### config.mk
export PLATFORM = sky130hd
export DESIGN_NAME = mem_wrapper_access_resp
export DESIGN_NICKNAME = d
export VERILOG_FILES = /design/src/rtl/mem_wrapper_access_resp.sv
export SDC_FILE = /design/constraint.sdc
export NUM_CORES = 1
export LEC_CHECK = 0
export ABC_CLOCK_PERIOD_IN_PS = 4000
export CAP_MARGIN = 25
export CORE_ASPECT_RATIO = 2
export CORE_MARGIN = 2
export CORE_UTILIZATION = 45
export DETAILED_ROUTE_END_ITERATION = 7
export PLACE_DENSITY = 0.95
export SETUP_SLACK_MARGIN = 0.05
export SLEW_MARGIN = 10
export SYNTH_ARGS = -nofsm -noshare
export SYNTH_HDL_FRONTEND = slang
export SYNTH_SLANG_ARGS = --single-unit
export TNS_END_PERCENT = 30
### constraint.sdc
create_clock -name i_clk -period 4 [get_ports i_clk]
set_clock_uncertainty 0.2 [all_clocks]
set_input_delay 0.8 -clock i_clk [delete_from_list [all_inputs] [get_ports i_clk]]
set_output_delay 0.8 -clock i_clk [all_outputs]
set_load 0.05 [all_outputs]
### src/rtl/mem_wrapper_access_resp.sv
// mem_wrapper_access_resp
// Wraps a memory macro that needs a fixed number of access cycles.
// A request is accepted in IDLE, the macro is driven for RD_WAIT/WR_WAIT
// cycles in ACCESS, and a single-cycle response is issued in RESP.
// Illegal operations skip the macro and respond with o_err=1.
//
// Handshake: i_op_valid is sampled only while IDLE (o_busy=0). A request is
// taken on the rising edge where IDLE and i_op_valid=1; o_valid then pulses
// for exactly one cycle with o_data/o_err. There is no backpressure on the
// response side and no queuing; requests seen while o_busy=1 are dropped.
module mem_wrapper_access_resp #(
  parameter int NBW_DATA = 8,
  parameter int RD_WAIT  = 2,
  parameter int WR_WAIT  = 4
) (
  input  logic                i_clk,
  input  logic                i_rst_n,
  input  logic [NBW_DATA-1:0] i_addr,
  input  logic [NBW_DATA-1:0] i_data,
  input  logic [3:0]          i_op,
  input  logic                i_region,
  input  logic                i_op_valid,
  output logic                o_valid,
  output logic [NBW_DATA-1:0] o_data,
  output logic                o_err,
  output logic                o_busy,
  output logic                o_mem_cs,
  output logic                o_mem_we,
  output logic                o_mem_ib,
  output logic [NBW_DATA-1:0] o_mem_addr,
  output logic [NBW_DATA-1:0] o_mem_wdata,
  input  logic [NBW_DATA-1:0] i_mem_rdata,
  output logic [1:0]          o_dbg_state
);

  localparam logic [3:0] OP_RD  = 4'h1;
  localparam logic [3:0] OP_WR  = 4'h2;
  localparam logic [3:0] RD_CNT = 4'(RD_WAIT);
  localparam logic [3:0] WR_CNT = 4'(WR_WAIT);

  typedef enum logic [1:0] {
    ST_IDLE   = 2'd0,
    ST_ACCESS = 2'd1,
    ST_RESP   = 2'd2
  } state_t;

  state_t              state;
  state_t              state_nxt;
  logic [3:0]          cnt;
  logic                wr_q;
  logic [NBW_DATA-1:0] addr_q;
  logic [NBW_DATA-1:0] data_q;
  logic                region_q;

  logic op_legal;
  logic take_legal;
  logic take_illegal;
  logic last_access;

  assign op_legal     = (i_op == OP_RD) || (i_op == OP_WR);
  assign take_legal   = (state == ST_IDLE) && i_op_valid && op_legal;
  assign take_illegal = (state == ST_IDLE) && i_op_valid && !op_legal;
  // Counter of 0 is unreachable with legal waits, but treat it as final so
  // the FSM can never stall in ACCESS.
  assign last_access  = (state == ST_ACCESS) && (cnt <= 4'd1);

  // State register
  always_ff @(posedge i_clk or negedge i_rst_n) begin
    if (!i_rst_n) state <= ST_IDLE;
    else          state <= state_nxt;
  end

  // Next-state logic
  always_comb begin
    state_nxt = state;
    case (state)
      ST_IDLE: begin
        if (take_legal)        state_nxt = ST_ACCESS;
        else if (take_illegal) state_nxt = ST_RESP;
      end
      ST_ACCESS: if (last_access) state_nxt = ST_RESP;
      ST_RESP:   state_nxt = ST_IDLE;
      default:   state_nxt = ST_IDLE;
    endcase
  end

  // Output decode from state
  always_comb begin
    o_valid     = (state == ST_RESP);
    o_busy      = (state != ST_IDLE);
    o_mem_cs    = (state == ST_ACCESS);
    o_mem_we    = (state == ST_ACCESS) && wr_q;
    o_dbg_state = state;
  end

  // Request capture; only legal ops update it, so macro-side outputs keep
  // their last values across idle periods and illegal requests.
  always_ff @(posedge i_clk or negedge i_rst_n) begin
    if (!i_rst_n) begin
      wr_q     <= 1'b0;
      addr_q   <= '0;
      data_q   <= '0;
      region_q <= 1'b0;
    end else if (take_legal) begin
      wr_q     <= (i_op == OP_WR);
      addr_q   <= i_addr;
      data_q   <= i_data;
      region_q <= i_region;
    end
  end

  assign o_mem_addr  = addr_q;
  assign o_mem_wdata = data_q;
  assign o_mem_ib    = region_q;

  // Wait counter: loaded on accept, counts down in ACCESS, saturates at 0
  always_ff @(posedge i_clk or negedge i_rst_n) begin
    if (!i_rst_n) begin
      cnt <= 4'd0;
    end else if (take_legal) begin
      cnt <= (i_op == OP_WR) ? WR_CNT : RD_CNT;
    end else if ((state == ST_ACCESS) && (cnt != 4'd0)) begin
      cnt <= cnt - 4'd1;
    end
  end

  // Response registers, loaded on the edge entering RESP and held afterwards
  always_ff @(posedge i_clk or negedge i_rst_n) begin
    if (!i_rst_n) begin
      o_data <= '0;
      o_err  <= 1'b0;
    end else if (take_illegal) begin
      o_data <= '0;
      o_err  <= 1'b1;
    end else if (last_access) begin
      o_data <= wr_q ? data_q : i_mem_rdata;
      o_err  <= 1'b0;
    end
  end

endmodule

== Word-level counts from Yosys, hierarchy flattened ==
Index checks and enable logic that the tools add are counted.

* Output and inout port bits: 32
* Bits in registers: 33
* Logic and storage cells: 42
* Input port bits: 32

* Muxes and demuxes: 12
* Equality and inequality tests: 6
* Reductions and logical operators: 14
* Add/sub/neg operators: 1
* $lt $le $gt $ge: 1

{| class="wikitable"
|+ Operators by type and width
! cell !! number
|-
| 8-bit 2-to-1 mux || 3
|-
| 4-bit 2-to-1 mux || 2
|-
| 1-bit logical AND || 6
|-
| 2-bit 2-to-1 mux || 3
|-
| 2-bit nonzero test || 3
|-
| 4-bit by 1-bit == test with 1-bit output (second input constant) || 1
|-
| 4-bit by 2-bit == test with 1-bit output (second input constant) || 1
|-
| 4-bit by 1-bit less-or-equal comparator with 1-bit output (second input constant) || 1
|-
| 2-bit one-hot mux with 2 select lines || 1
|-
| 4-bit nonzero test || 1
|-
| 4-bit by 1-bit subtractor with 4-bit output (second input constant) || 1
|-
| 3-bit 2-to-1 mux || 1
|-
| 3-bit != test (second input constant) || 1
|-
| 2-bit by 1-bit == test with 1-bit output (second input constant) || 1
|-
| 2-bit == test (second input constant) || 1
|-
| 2-bit logical NOT || 1
|-
| 1-bit 2-to-1 mux || 2
|-
| 2-bit by 1-bit != test with 1-bit output (second input constant) || 1
|-
| 2-bit AND reduction || 1
|-
| 1-bit logical NOT || 1
|-
| 1-bit logical OR || 1
|}

== Depth between registers and ports, before layout ==
* Depth after elaboration: 7
* Mapped depth: 7
* Depth with buffers taken out: 6

== Least setup slack after synthesis ==
OpenSTA, ideal clock, no wires.

* Path kind: reg-to-output
* Start: register state[1] (netlist: o_dbg_state[1])
* End: output port o_mem_we
* Path buffers: 0
* Setup slack: 1.319 ns
* Cell stages (with the launch flop): 4
* Arrival: 1.681 ns
* Required time: 3.000 ns
* Path through: dfrtp_1 -> nand2b_4 -> inv_1 -> and2_1

* Longest elaborated chain between the ends: 2

{| class="wikitable"
|+ Ends and longest elaborated chain
! element !! line !! source
|-
| start, declared || 47 || <nowiki>state_t state;</nowiki>
|-
| start signal, assigned || 70 || <nowiki>else state <= state_nxt;</nowiki>
|-
| 2-bit by 1-bit == test with 1-bit output || - ||
|-
| via o_mem_cs || 27 || <nowiki>output logic o_mem_cs,</nowiki>
|-
| 1-bit logical AND || 92 || <nowiki>o_mem_we = (state == ST_ACCESS) && wr_q;</nowiki>
|-
| end, declared || 28 || <nowiki>output logic o_mem_we,</nowiki>
|}

The timed path passes the listed nets, and every way through them passes these cells.

== Worst setup path after layout ==
* Start: register wr_q
* End: output port o_mem_we

* Longest elaborated chain between the ends: 1

{| class="wikitable"
|+ Ends and longest elaborated chain
! element !! line !! source
|-
| start, declared || 50 || <nowiki>logic wr_q;</nowiki>
|-
| start signal, assigned || 105 || <nowiki>wr_q <= (i_op == OP_WR);</nowiki>
|-
| 1-bit logical AND || 92 ||
|}

No other way between the ends.

==> results.md <==
* Fillers at 257
* Top cells by area, synth: dfrtp_1 (54%), nand2_1 (13%), mux2i_1 (6.5%)
* Gr ovfl total at 0
* Drt wl/cell at 14.1 um
* Slew @ Worst Pin at 0.907 ns
* Worst min-delay path class: reg2reg
* Comb pwr share at around 52%
* P_int at about 950 uW
* Pwr dens at between 700 and 800 nW/um^2
* Clock transition at path regs at 0.06 ns
* Netlist cell types at 32
* Initial Util at 45.8%
* Number of I/O port buffers at 63
* Max-Cap Viols at 0
* Setup bufs post-CTS at 0
* Clk pwr share at between 15 and 20%
* Placed Area at around 2200 um^2
* Core Area at 3340 um^2
* Synth Area in XOR/XNOR at 1.14%
* Clk sinks at 33
* Root buf cell: clkbuf_8
* Synthesized flop and latch total at 33
* H-tree Lvls at 2
* Die Area at between 3000 and 4000 um^2
* R2R Path Start: cnt[0]$_DFFE_PN0P_
* Crit Path Class: reg2out
* Post-CTS Hold Buffers at 0
* Sw frac at 47.0%
* Synthesis-to-finish area growth at 48.0%
* Reg power frac at 32.4%
* P_leak at 1.04 nW
* DRT Wirelength at approximately 3.6 mm
* Net Count, Synth at 190
* Final Wtd Congestion at 0.775
* Initial antenna violation count at 0
* Mapped Area at 1530 um^2
* Largest family of logic cells by synthesized area: simple AND/OR/NAND/NOR gates
* Compound-gate portion of the synthesized area at 7.35%
* GRT Resource Usage Total at a little over a fifth
* Tmin final at approximately 3 ns
* Multiplexer area fraction after synthesis at 6.54%
* Syn Inst Count at 155
* Data required time at the worst endpoint at 3.00 ns
* Drt first pass iters at 6
* Vias in the first global route at 1300
* Unrepaired setup endpoints after global routing: false
* Largest net degree at the start of global routing at 34
* Share of cells above drive strength 1 at 8.14%
* Simple-Gate Fraction of Synth Area at 24.8%
* First-pass GRT wire length at ~6 mm
* Worst path arrival time at between 1.5 and 2 ns
* Source of the critical timing path: wr_q$_DFFE_PN0P_
* Maximum clock frequency at ~340 MHz
* Die W at about 45 um
* Synth Area in Adders at approximately 2.5%
* Register area share after synthesis at a little over half
* Final setup vio count at 0
* Status: completed
* Detailed Route Iter0 Violations at 17
* Final Hold Vio Count at 0
* Routed Antenna Nets at 0
* Slew Viols, Final at 0
* Worst skew pair latency at 0.29 ns
* Nets@finish at 255
* Antenna cells at 0
* Yosys warns at 0
* CP endpoint kind: output pin
* Critical path peak fanout at 10
* Cts bufs inserted at 5
* Synth top area share at 53.9%
* Hold path startpoint: o_mem_addr[1]$_DFFE_PN0P_
* # DRC at 0
* CTS tree: built
* FP Rows at 30
* Worst-case clock buffer depth at 2
* Final TNS setup at 0 ns
* Dpl hpwl at 2.65 mm
* Slew HR at 39.0%
* Total number of vias at 1327
* CP startpoint kind: flop
* Synth area leader: dfrtp_1
* Final period utilization at 73.9%
* Switching power at 844 uW
* Number of I/O pins at 64
* Mean Syn Cell Area at approximately 9.9 um^2
* Die Ht at 86.5 um
* Post-CTS Resized at 0
* Cell area after layout at 2270 um^2
* Vias per cell at between 5 and 6
* VDD IR max at 0.000493 V
==> layout by cell type, fill, tap and decap left out, types with 2 or more instances in the layout <==
| master | count |
|---|---|
| nand2_1 | 55 |
| clkbuf_8 | 7 |
| nand3_1 | 2 |
| a211oi_2 | 2 |
| nand2b_1 | 2 |
| o21ai_0 | 3 |
| inv_1 | 4 |
| nor2_2 | 2 |
| mux2i_1 | 10 |
| nor2_1 | 11 |
| clkdlybuf4s50_1 | 63 |
| dfrtp_1 | 33 |
| a211oi_1 | 6 |
| ha_1 | 3 |
==> critical path, cell delays in order, from the launching register on <==
cell and delay, ns:
dfrtp_1 0.66, and2_1 0.22, clkdlybuf4s50_1 0.80
==> kinds of logic (layout without fill, tap and decap cells) <==
| logic type | Yosys count | after routing |
|---|---|---|
| AOI/OAI and AO/OA | 14 | 14 |
| xor gates and xnor gates | 2 | 2 |
| adders and majority gates | 3 | 3 |
| buffers and inverters | 10 | 76 |
| DFF | 33 | 33 |
| muxes | 10 | 10 |
| and+or+nand+nor | 83 | 83 |
==> worst paths after layout <==
path | endpoint | slack [ns] | depth (start not counted)
worst max-delay path | o_mem_we | 1.04 | 2
worst min-delay path | o_mem_addr[1]$_DFFE_PN0P_ | 0.27 | 2
worst max register to register | o_err$_DFFE_PN0P_ | 1.83 | 6
worst min register to register | o_mem_addr[1]$_DFFE_PN0P_ | 0.27 | 2
max in group asynchronous | o_mem_addr[7]$_DFFE_PN0P_ | 2.58 | 2
min in group asynchronous | o_data[1]$_DFFE_PN0P_ | 0.71 | 2
==> final cells by class <==
type / count / area, um^2 / area share [%]
sequential: 33 / 826 / 36.4
multi-input combinational: 112 / 647 / 28.5
timing repair buffer: 64 / 638 / 28.1
clock buffer: 7 / 96.3 / 4.25
tap: 32 / 40.0 / 1.77
inverter: 4 / 15.0 / 0.662
clock inverter: 1 / 5.00 / 0.221
==> stage by stage <==
stage	total power [mW]	setup WS, ns	utilization, %	hold slack [ns]	std cells
after CTS	1.81	1.03	67.9	0.277	253
after global routing	1.89	0.989	67.9	0.304	253
final	1.80	1.04	67.9	0.275	253
after global placement	1.50	1.08	64.8	0.259	245
after floorplan	1.20	1.32	-	0.300	155
after detailed placement	1.53	1.03	64.8	0.263	245
==> metal layers <==
layer  vias to the layer above  share of wire, %  GRT usage (%)
met5                         -                 0              0
met4                         0               2.8           9.89
met3                         9               4.4           5.63
met2                        45                54           33.8
met1                       633                38           24.9
li1                        640                 -              -
==> sequential cells by signal (all words and copies together) (netlist names) <==
signal and flops:
o_mem_wdata 8, o_mem_ib 1, o_data 8, o_mem_addr 8, o_err 1, o_dbg_state 2, cnt 4, wr_q 1
==> power by group through the flow <==
stage	Sequential [mW]	Clock, mW	Combinational, mW
after floorplan	0.915	0	0.290
after CTS	0.582	0.282	0.947
after detailed placement	0.585	0	0.941
after global placement	0.580	0	0.923
after global routing	0.602	0.294	0.996
final	0.582	0.276	0.938
==> synth_stat cells <==
cell and instances:
o21ai_0 3, nand2_1 55, nor4b_1 1, a21o_1 1
a211oi_2 2, ha_1 3, buf_6 1, or2_2 1
nor2_2 2, and2b_2 1, nor4_1 1, mux2i_1 10
clkbuf_8 1, nor3b_1 1, dfrtp_1 33, buf_2 3
nand3_1 2, inv_1 4, a211oi_1 6, and2_1 1
nand2b_4 1, o221ai_1 1, and3_1 1, nand2b_1 2
nor4_4 1, xor2_1 1, a21boi_2 1, xnor2_1 1
nor2_1 11, nor2b_1 1, nor3_1 1, clkbuf_1 1
No activity file was read; power rests on OpenSTA's default activity.
